===== src/rtl/debounce_sync.sv =====
// -----------------------------------------------------------------------------
// debounce_sync
//   Conditions a raw asynchronous level (button, strap, external line) so it
//   can drive a d_ff D input directly.
//   1. D_in is synchronised into the CLK domain by a SYNC_STAGES-deep
//      flip-flop chain. The last stage is s.
//   2. s is debounced by a four-state FSM with a stability counter.
//      Q changes only after s has differed from Q on STABLE_CNT
//      consecutive rising edges.
//
// Optional feature (macro DEBOUNCE_EDGE_EN):
//   defined   : rise/fall are registered one-cycle pulses.
//               They are asserted on the same edge at which Q commits
//               0->1 or 1->0.
//   undefined : rise/fall are tied to 0 and no edge registers exist.
//
// Parameters:
//   SYNC_STAGES  synchroniser depth (>= 2)
//   STABLE_CNT   consecutive differing edges required before Q changes (>= 2)
//
// Ports:
//   CLK    in   rising-edge clock
//   n_res  in   synchronous active-low reset
//   D_in   in   raw asynchronous input level
//   Q      out  debounced, synchronised level (registered)
//   rise   out  one-cycle pulse on Q 0->1 (DEBOUNCE_EDGE_EN only, else 0)
//   fall   out  one-cycle pulse on Q 1->0 (DEBOUNCE_EDGE_EN only, else 0)
// -----------------------------------------------------------------------------
module debounce_sync #(
   parameter int SYNC_STAGES = 2,
   parameter int STABLE_CNT  = 16
) (
   input  logic CLK,
   input  logic n_res,
   input  logic D_in,
   output logic Q,
   output logic rise,
   output logic fall
);

   localparam int CNT_W = $clog2(STABLE_CNT + 1);
   localparam logic [CNT_W-1:0] CNT_LAST = CNT_W'(STABLE_CNT - 1);
   localparam logic [CNT_W-1:0] CNT_ONE  = CNT_W'(1);

   typedef enum logic [1:0] {
      ST_LOW   = 2'd0,
      CHK_HIGH = 2'd1,
      ST_HIGH  = 2'd2,
      CHK_LOW  = 2'd3
   } state_t;

   logic [SYNC_STAGES-1:0] sync_q, sync_d;
   state_t                 state_q, state_d;
   logic [CNT_W-1:0]       cnt_q, cnt_d;
   logic                   q_q, q_d;
   logic                   s;

   // Synchroniser: a plain shift chain. Bit 0 is the metastability-exposed
   // stage, so nothing may tap the chain before its last stage.
   always_comb begin
      sync_d = {sync_q[SYNC_STAGES-2:0], D_in};
   end

   assign s = sync_q[SYNC_STAGES-1];

   // Debounce FSM.
   // The count enters a CHK state at 1 because the edge that causes the
   // entry is itself the first differing sample.
   always_comb begin
      state_d = state_q;
      cnt_d   = cnt_q;
      q_d     = q_q;
      case (state_q)
         ST_LOW: begin
            if (s) begin
               state_d = CHK_HIGH;
               cnt_d   = CNT_ONE;
            end else begin
               cnt_d = '0;
            end
         end
         CHK_HIGH: begin
            if (!s) begin
               state_d = ST_LOW;   // glitch rejected, Q unchanged
               cnt_d   = '0;
            end else if (cnt_q == CNT_LAST) begin
               state_d = ST_HIGH;
               q_d     = 1'b1;
               cnt_d   = '0;
            end else begin
               cnt_d = cnt_q + CNT_ONE;
            end
         end
         ST_HIGH: begin
            if (!s) begin
               state_d = CHK_LOW;
               cnt_d   = CNT_ONE;
            end else begin
               cnt_d = '0;
            end
         end
         CHK_LOW: begin
            if (s) begin
               state_d = ST_HIGH;  // glitch rejected, Q unchanged
               cnt_d   = '0;
            end else if (cnt_q == CNT_LAST) begin
               state_d = ST_LOW;
               q_d     = 1'b0;
               cnt_d   = '0;
            end else begin
               cnt_d = cnt_q + CNT_ONE;
            end
         end
         default: begin
            state_d = ST_LOW;
            cnt_d   = '0;
            q_d     = 1'b0;
         end
      endcase
   end

   always_ff @(posedge CLK) begin
      if (!n_res) begin
         sync_q  <= '0;
         state_q <= ST_LOW;
         cnt_q   <= '0;
         q_q     <= 1'b0;
      end else begin
         sync_q  <= sync_d;
         state_q <= state_d;
         cnt_q   <= cnt_d;
         q_q     <= q_d;
      end
   end

   assign Q = q_q;

`ifdef DEBOUNCE_EDGE_EN
   logic rise_q, rise_d;
   logic fall_q, fall_d;

   // A commit is the only event that changes Q, so the difference between
   // the next and current Q marks the commit edge.
   always_comb begin
      rise_d = q_d & ~q_q;
      fall_d = ~q_d & q_q;
   end

   // Reset clears the pulses on the same edge that clears Q, so no pulse
   // is produced by reset.
   always_ff @(posedge CLK) begin
      if (!n_res) begin
         rise_q <= 1'b0;
         fall_q <= 1'b0;
      end else begin
         rise_q <= rise_d;
         fall_q <= fall_d;
      end
   end

   assign rise = rise_q;
   assign fall = fall_q;
`else
   assign rise = 1'b0;
   assign fall = 1'b0;
`endif

endmodule


===== config.mk =====
export PLATFORM = sky130hd
export DESIGN_NAME = debounce_sync
export DESIGN_NICKNAME = d
export VERILOG_FILES = /design/src/rtl/debounce_sync.sv
export SDC_FILE = /design/constraint.sdc
export NUM_CORES = 1
export LEC_CHECK = 0
export ABC_AREA = 1
export CORE_AREA = 2 2 39 41
export DETAILED_ROUTE_END_ITERATION = 16
export DIE_AREA = 0 0 41 43
export SYNTH_ARGS = -nofsm -noshare
export SYNTH_HDL_FRONTEND = slang
export SYNTH_SLANG_ARGS = --single-unit

===== constraint.sdc =====
create_clock -name CLK -period 1.6 [get_ports CLK]
set_clock_uncertainty 0.2 [all_clocks]
set_input_delay 0.32 -clock CLK [delete_from_list [all_inputs] [get_ports CLK]]
set_output_delay 0.32 -clock CLK [all_outputs]
set_load 0.02 [all_outputs]

==> results.json <==
{
  "grtUsageTotal_pct": 10.9,
  "worstSkewPairLatency_ns": 0.27,
  "n_fill_cell": 144,
  "synth_area_um2": 425,
  "io_pins": 6,
  "dp_hpwl_um": 455,
  "grt_pass1_vias": 287,
  "syn-instance-count": 54,
  "wl_um": 641,
  "syn_to_final_growth_pct": 17.4,
  "ant_nets": 0,
  "hold_buffers": 0,
  "p_int_mw": 0.398,
  "reg2reg_from": "cnt_q[0]$_SDFF_PN0_",
  "die_area_um2": 1760,
  "max-clock-path-buffers": 2,
  "switching_share_pct": 21.9,
  "path_delay_family": "buffers and inverters",
  "grt_first_pass_wirelength_um": 1210,
  "pre_cts_ws_ns": 0.106,
  "worstSetupEndpointType": "output port",
  "yosysWarnings": 0,
  "rows": 14,
  "final_nets": 65,
  "drtPass1Iterations": 2,
  "core-area_um2": 1380,
  "cts_sinks": 10,
  "cp_max_fo": 2,
  "wl_per_cell_um": 8.43,
  "cts.clk_slew.worst_paths_ns": 0.07,
  "r2r_setup_slack_ns": 0.23,
  "die_h_um": 43,
  "max_freq_mhz": 693,
  "multi_input_area_um2": 180,
  "required_ns": 1.08,
  "instances_no_fill": 76,
  "regArea_um2": 200,
  "hold_start": "sync_q[0]$_SDFF_PN0_",
  "place_inst": 72,
  "slew_violations": 0,
  "vias_per_cell": 4.24,
  "setup_violations": 0,
  "crit_buf_inv": 1,
  "ir_worst_vdd_uv": 445,
  "pwr-share-comb_pct": 3.7,
  "crit_chain": "dlygate4sd2_1",
  "ys_ff_latch": 10,
  "vias": 322,
  "hp-class": "flip-flop to flip-flop",
  "globalplace.congestion": 0.746,
  "drv_cap": 0,
  "syn_avg_cell_area_um2": 7.88,
  "min_to": "sync_q[1]$_SDFF_PN0_",
  "drt-initial-drc-count": 3,
  "die_w_um": 41,
  "numPortBuffers": 3,
  "ys_seq_area_share_pct": 47.1,
  "arrival_ns": 0.92,
  "p_sw_mw": 0.112,
  "rsz0062_at_grt": "false",
  "leakagePower_nw": 0.224,
  "cts_tree": "built",
  "drc": 0,
  "hold_viol": 0,
  "status": "complete, no violations",
  "post_synth_num_cell_types": 19,
  "period_needed_ns": 1.44,
  "dpl_cell_area_um2": 464,
  "drive_gt1_share_pct": 16.7,
  "slowest_delay_ns": 0.33,
  "reg2reg_depth": 6,
  "start_util_pct": 30.7,
  "gr-total-overflow": 0,
  "ctsRootBufferMaster": "clkbuf_4",
  "power_frac_seq_pct": 50.0,
  "critPathLaunchType": "flip-flop",
  "path_class": "flip-flop to output port",
  "final_area_um2": 499,
  "period_share_pct": 90.1,
  "diodes": 0,
  "tns_ns": 0,
  "hold_depth": 2,
  "antenna_found_initial": 0,
  "grt_max_degree": 8,
  "clkPwrFrac_pct": 46.3,
  "numCtsBuffers": 3,
  "htreeDepth": 1,
  "critPathSlowestCell": "dlygate4sd2_1",
  "power_density_nw_per_um2": 1020,
  "post-cts-setup-buffer-count": 0,
  "worst_slack_ns": 0.158
}
## stage by stage
stage	utilization, %	total power [mW]	hold slack (ns)
floorplan	-	0.275	0.190
global placement	33.5	0.279	0.208
detailed placement	33.5	0.279	0.213
CTS	36.1	0.515	0.236
global route	36.1	0.530	0.250
finish	36.1	0.510	0.229
## what timing repair did
item / 4_1_cts / 5_1_grt
endpoints found under the hold margin: 0 / 0
endpoints found under the setup margin: 1 / 0
resized for setup: 1 / 0
## cell type report
cell class                      instances  area share (%)
Multi-Input combinational cell         34            36.1
Sequential cell                        10            40.1
Tap cell                               16            4.01
Timing Repair Buffer                    3            5.76
Clock buffer                            4            7.27
Inverter                                9            6.77
## cells by family after synthesis
kind of cell,share of synthesized area (%)
other,0.882
buffers and inverters,11.5
and+or+nand+nor,30.0
DFF,47.1
AOI/OAI and AO/OA,3.53
adders and majority gates,2.94
xor gates and xnor gates,4.12
## metal layers
| layer | vias to the layer above | wire (um) | global-route usage, % |
|---|---|---|---|
| met5 | - | 0 | 0 |
| met4 | 0 | 23 | 12.0 |
| met3 | 4 | 35 | 4.71 |
| met2 | 8 | 258 | 10.6 |
| met1 | 137 | 322 | 15.4 |
| li1 | 173 | - | - |
## placed cells by master (no fill, tap or decap), drive strengths merged
cell           netlist  final
dfxtp               10     10
nand2                9      9
nor2                 9      9
inv                  8      8
nand3                5      5
clkbuf               0      4
xnor2                2      2
nor3                 2      2
conb                 1      2
clkdlybuf4s50        0      2
o21ai                2      2
nand4                1      1
clkinv               1      1
a21oi                1      1
ha                   1      1
dlygate4sd2          0      1
## worst max path at each step
stage	start	endpoint	slack, ns	depth (start not counted)
3_3_place_gp	n_res	cnt_q[2]$_SDFF_PN0_	0.11	3
5_1_grt	cnt_q[0]$_SDFF_PN0_	flip-flop	0.12	6
3_5_place_dp	n_res	cnt_q[2]$_SDFF_PN0_	0.11	3
6_report	Q$_SDFFE_PN0P_	Q	0.16	1
4_1_cts	Q$_SDFFE_PN0P_	Q	0.15	1
2_1_floorplan	cnt_q[0]$_SDFF_PN0_	flip-flop	0.33	6
## power groups by stage
stage | Combinational, mW | Sequential, mW | Clock (mW)
global route | 0.0217 | 0.255 | 0.253
detailed placement | 0.0187 | 0.260 | 0
CTS | 0.0189 | 0.254 | 0.241
finish | 0.0189 | 0.255 | 0.236
floorplan | 0.0146 | 0.260 | 0
global placement | 0.0184 | 0.260 | 0
## Yosys cell counts
cell type,n,area (um^2)
inv_1,7,26.3
conb_1,1,3.75
nand3_1,4,20.0
xnor2_1,2,17.5
nor3_1,2,10.0
nand2_1,8,30.0
nand4_2,1,12.5
dfxtp_1,10,200
nand3_2,1,10.0
o21ai_0,1,5.00
ha_1,1,12.5
buf_4,2,15.0
inv_2,1,3.75
a21oi_1,1,5.00
nand2_2,1,6.26
nor2_1,7,26.3
o21ai_1,1,5.00
clkinv_1,1,3.75
nor2_2,2,12.5
## sequential cells by signal, indices dropped and copies added, names as in the netlist, named ones only
| name | cells |
|---|---|
| state_q | 1 |
| cnt_q | 5 |
| sync_q | 2 |
| Q | 1 |
(Power assumes the default switching activity.)
==> patch 1 (same flow settings) <==
Put one more register stage on the output `Q`. The value now appears one clock later. The other outputs are not delayed to match. Comments in the files are not updated.
--- a/src/rtl/debounce_sync.sv
+++ b/src/rtl/debounce_sync.sv
@@ -133,7 +133,9 @@
       end
    end
 
-   assign Q = q_q;
+   always_ff @(posedge CLK) begin
+      Q <= q_q;
+   end
 
 `ifdef DEBOUNCE_EDGE_EN
    logic rise_q, rise_d;
Function: no difference found for any inputs over 10 cycles, from zero or initial values; that may be too few to reach the edited logic, so the function may still have changed.
==> patch 1 against the original RTL <==
  * Wire length increased by 5.5%
  * Total power decreased by 1.2%
  * Die area unchanged
  * Cell count unchanged
  * Register-to-register slack about the same
  * Critical path depth unchanged
  * Non-clock buffer count increased by 1
  * Sequential power increased by 13%
  * Worst setup slack improved by 0.035 ns
  * Clock power decreased by 22%
  * Critical path type unchanged
  * Sequential cell count increased by 1
  * Final area increased by 5.0%
  * Synthesized area increased by 9.1%
==> patch 1: results (changes against the original RTL) <==
metric	value	unit	change
Post-Synth Adder-Cell Area	2.70	%	-0.25 points
Psw	0.114	mW	+1.9%
CTS Buf Count	3		unchanged
mean post-synth cell area	8.60	µm²	+9.1%
clock group total power	0.183	mW	-22%
layout cells sized above 1	18.3	%	+1.7 points
drt via density	4.59		+8.4%
Fmax	711	MHz	+2.5%
initial antenna violation count	0		unchanged
largest net degree at the start of global routing	10		+2
clock-pin slew on the worst setup and hold paths	0.06	ns	
CP startpoint	Q		
post-synthesis sequential area ratio	47.4	%	+0.38 points
GR Util All Layers	10.8	%	-0.12 points
top post-synthesis cells by count	dfxtp_1 (11), inv_1 (7), nand2_1 (6), nor2_1 (5), a21oi_1 (4)		
first-pass GRT wire length	1300	µm	+7.5%
post-DP HPWL	534	µm	+17%
status	complete, no violations		
vias in the first global route	339		+18%
DP Worst Slack	0.129	ns	+0.0229 ns
post-synthesis compound-gate area fraction	5.39	%	+1.9 points
worst-path maximum fanout	1		-1
First-pass DRT Iterations	4		+2
VDD IR max	0.321	mV	-28%
Static Leak	0.209	nW	-6.8%
Critical Path AT	0.89	ns	-0.03 ns
post-cts sizing count	1		unchanged
top cells by area, synth	dfxtp_1 (47%), inv_1 (5.7%), nand2_1 (4.9%), a21oi_1 (4.3%), nand3_2 (4.3%)		
XOR/XNOR Fraction of Synth Area	3.77	%	-0.34 points
min-delay src	q_q		
Fillers	148		+2.8%
placed cell area	499	µm²	+7.5%
RePlAce Congestion	0.744		-0.31%
[patch 1: area by class of cell]
cell class                 instances  area, µm²  area share, %
tap                               16       20.0           3.82
multi-input combinational         34        195           37.2
timing repair buffer               4       36.3           6.92
sequential                        11        220           42.0
clock buffer                       4       26.3           5.01
inverter                           7       26.3           5.01
[patch 1: routing by layer]
metal,track usage [%],wire length [µm],vias to the layer above
met3,3.14,29,3
met2,15.9,322,8
met4,6.00,15,0
met1,13.4,308,153
li1,-,-,185
met5,0,0,-
[patch 1: metrics by stage]
| step | utilization [%] | total power [mW] |
|---|---|---|
| 5_1_grt | 37.9 | 0.531 |
| 2_1_floorplan | - | 0.321 |
| 3_3_place_gp | 36.1 | 0.326 |
| 6_report | 37.9 | 0.504 |
| 3_5_place_dp | 36.1 | 0.327 |
| 4_1_cts | 37.9 | 0.511 |
[patch 1: final timing paths]
path         endpoint  slack [ns]  depth (start not counted)
max                 Q        0.19                          1
min                 Q        0.15                          0
max reg2reg  register        0.23                          6
min reg2reg         Q        0.15                          0
==> patch 2 (same settings) <==
Made on the original files. The option `DEBOUNCE_EDGE_EN` is turned on by a define.
--- a/src/rtl/debounce_sync.sv
+++ b/src/rtl/debounce_sync.sv
@@ -26,6 +26,8 @@
 //   rise   out  one-cycle pulse on Q 0->1 (DEBOUNCE_EDGE_EN only, else 0)
 //   fall   out  one-cycle pulse on Q 1->0 (DEBOUNCE_EDGE_EN only, else 0)
 // -----------------------------------------------------------------------------
+`define DEBOUNCE_EDGE_EN
+
 module debounce_sync #(
    parameter int SYNC_STAGES = 2,
    parameter int STABLE_CNT  = 16
Function: no difference found for any inputs over 10 cycles, from zero or initial values; that may be too few to reach the edited logic, so the function may still have changed.
==> patch 2 against the original RTL <==
  * Critical path depth unchanged
  * Sequential cell count is 2 higher
  * Clock power is 2% higher
  * Final area rose by 19%
  * Critical path type unchanged
  * Largest power group unchanged
  * Sequential power grew 20%
  * Total power up 11%
  * Worst setup slack got worse by 0.065 ns
  * Synthesized area rose by 17%
  * Wire length increased by 26%
  * Die area is the same
  * Global-route usage increased by 2.9 points
  * Non-clock buffer count rose by 2
  * Count of clock-buffer cells in the layout stayed put
  * Highest routed layer unchanged
==> patch 2: results (changes against the original RTL) <==
metric	value	unit	change
Synth Warn #	0		unchanged
worst-path maximum fanout	4		+2
layout cells sized above 1	16.9	%	+0.23 points
Syn Nets	67		
Largest stage delay, worst path	0.37	ns	+0.04 ns
Critical Path AT	0.99	ns	+0.07 ns
initial antenna violation count	0		unchanged
RePlAce Congestion	0.777		+4.2%
ant diodes	0		unchanged
WL/cell	9.31	µm	+10%
status	complete, no violations		
VDD IR max	0.435	mV	-2.2%
root buffer cell	clkbuf_4		
first-pass GRT wire length	1520	µm	+26%
First-pass DRT Iterations	2		unchanged
M1 GR Usage	15.8	%	+0.38 points
top cells by area, synth	dfxtp_1 (48%), nand2_1 (9.0%), nor2_1 (7.5%), inv_1 (5.3%), nand3_2 (4.0%)		
critical path's top delay family	flip-flops		
worst rel slew slack	77.0	%	
grt met2 use	17.5	%	+6.9 points
input/output buffers	5		+2
Static Leak	0.244	nW	+9.0%
H-Tree Depth	1		unchanged
via count	404		+25%
worst min-delay path category	register to register		
CTS Buf Count	3		unchanged
vias in the first global route	373		+30%
1st-iter DRT viols	5		+2
post-synth cell types	20		+1
postcts setup bufs	0		unchanged
later-pin clock latency in the skew report	0.27	ns	about the same
GR Util All Layers	13.9	%	+2.9 points
CTS max path bufs	2		unchanged
Async SR Flop Fraction	0	%	unchanged
post-DP HPWL	581	µm	+28%
CP max stage cell	dfxtp_1		
met3 usage	6.28	%	+1.6 points
largest net degree at the start of global routing	11		+3
Largest regs	cnt_q: 5 flops, sync_q: 2 flops		
Overflow after GRT	0		unchanged
post-synthesis sequential area ratio	48.2	%	+1.2 points
top post-synthesis cells by count	dfxtp_1 (12), nand2_1 (12), nor2_1 (10), inv_1 (7), nand4_1 (3)		
clock-pin slew on the worst setup and hold paths	0.07	ns	about the same
NumNets Final	76		+17%
Synth Cell Area	498	µm²	+17%
## patch 2: layer usage
metal,wire length (µm),up-vias,part of all wire [%]
li1,-,217,-
met1,362,176,45
met2,382,7,47
met3,30,4,3.7
met4,35,0,4.3
met5,0,-,0
## patch 2: cell families (layout without fill, tap and decap cells)
family / count (synthesis) / after routing / share of synthesized area [%]
AND/OR/NAND/NOR: 36 / 36 / 36.4
flip-flops: 12 / 12 / 48.2
buffers and inverters: 10 / 18 / 7.79
AO/OA/AOI/OAI: 3 / 3 / 3.27
adder cells (fa/ha/maj): 1 / 1 / 2.51
XOR/XNOR: 1 / 1 / 1.76
## patch 2: path summary, 6_finish.rpt
check                           cells after the start  slack [ns]  startpoint        end
worst min-delay path                                2        0.23   sync_q[0]  sync_q[1]
worst max register to register                      6        0.21    cnt_q[0]          Q
worst min register to register                      2        0.23   sync_q[0]  sync_q[1]
worst max-delay path                                1        0.09           Q          Q
## patch 2: power breakdown
part	switching [mW]	internal (mW)
sequential	0.00272	0.302
combinational	0.0111	0.00852
clock	0.103	0.138
total	0.116	0.449
## patch 2: cell type report
class                      count  area, µm²
sequential                    12        240
timing repair buffer           5       46.3
clock buffer                   4       36.3
multi-input combinational     41        219
tap                           16       20.0
inverter                       9       33.8
fill                         147        788
## patch 2: worst register-to-register path, stage by stage, from the launching register on
cell and delay (ns):
dfxtp_1 0.35, ha_1 0.24, nand3_2 0.12, nor2_4 0.14, nand4_1 0.11, nand2_1 0.08, nor2_1 0.04
## patch 2: what timing repair did
| action | in CTS | in global routing |
|---|---|---|
| endpoints found under the setup margin | 3 | 0 |
| gates resized for setup | 3 | 0 |
| endpoints found under the hold margin | 0 | 0 |
| hold buffers | 0 | 0 |
## patch 2: through the flow
stage / cell area (µm²) / setup WS [ns] / cells
after floorplan: 498 / 0.340 / 63
after global placement: 563 / 0.0769 / 83
after detailed placement: 563 / 0.0482 / 83
after CTS: 596 / 0.0746 / 87
after global routing: 596 / 0.0328 / 87
final: 596 / 0.0931 / 87
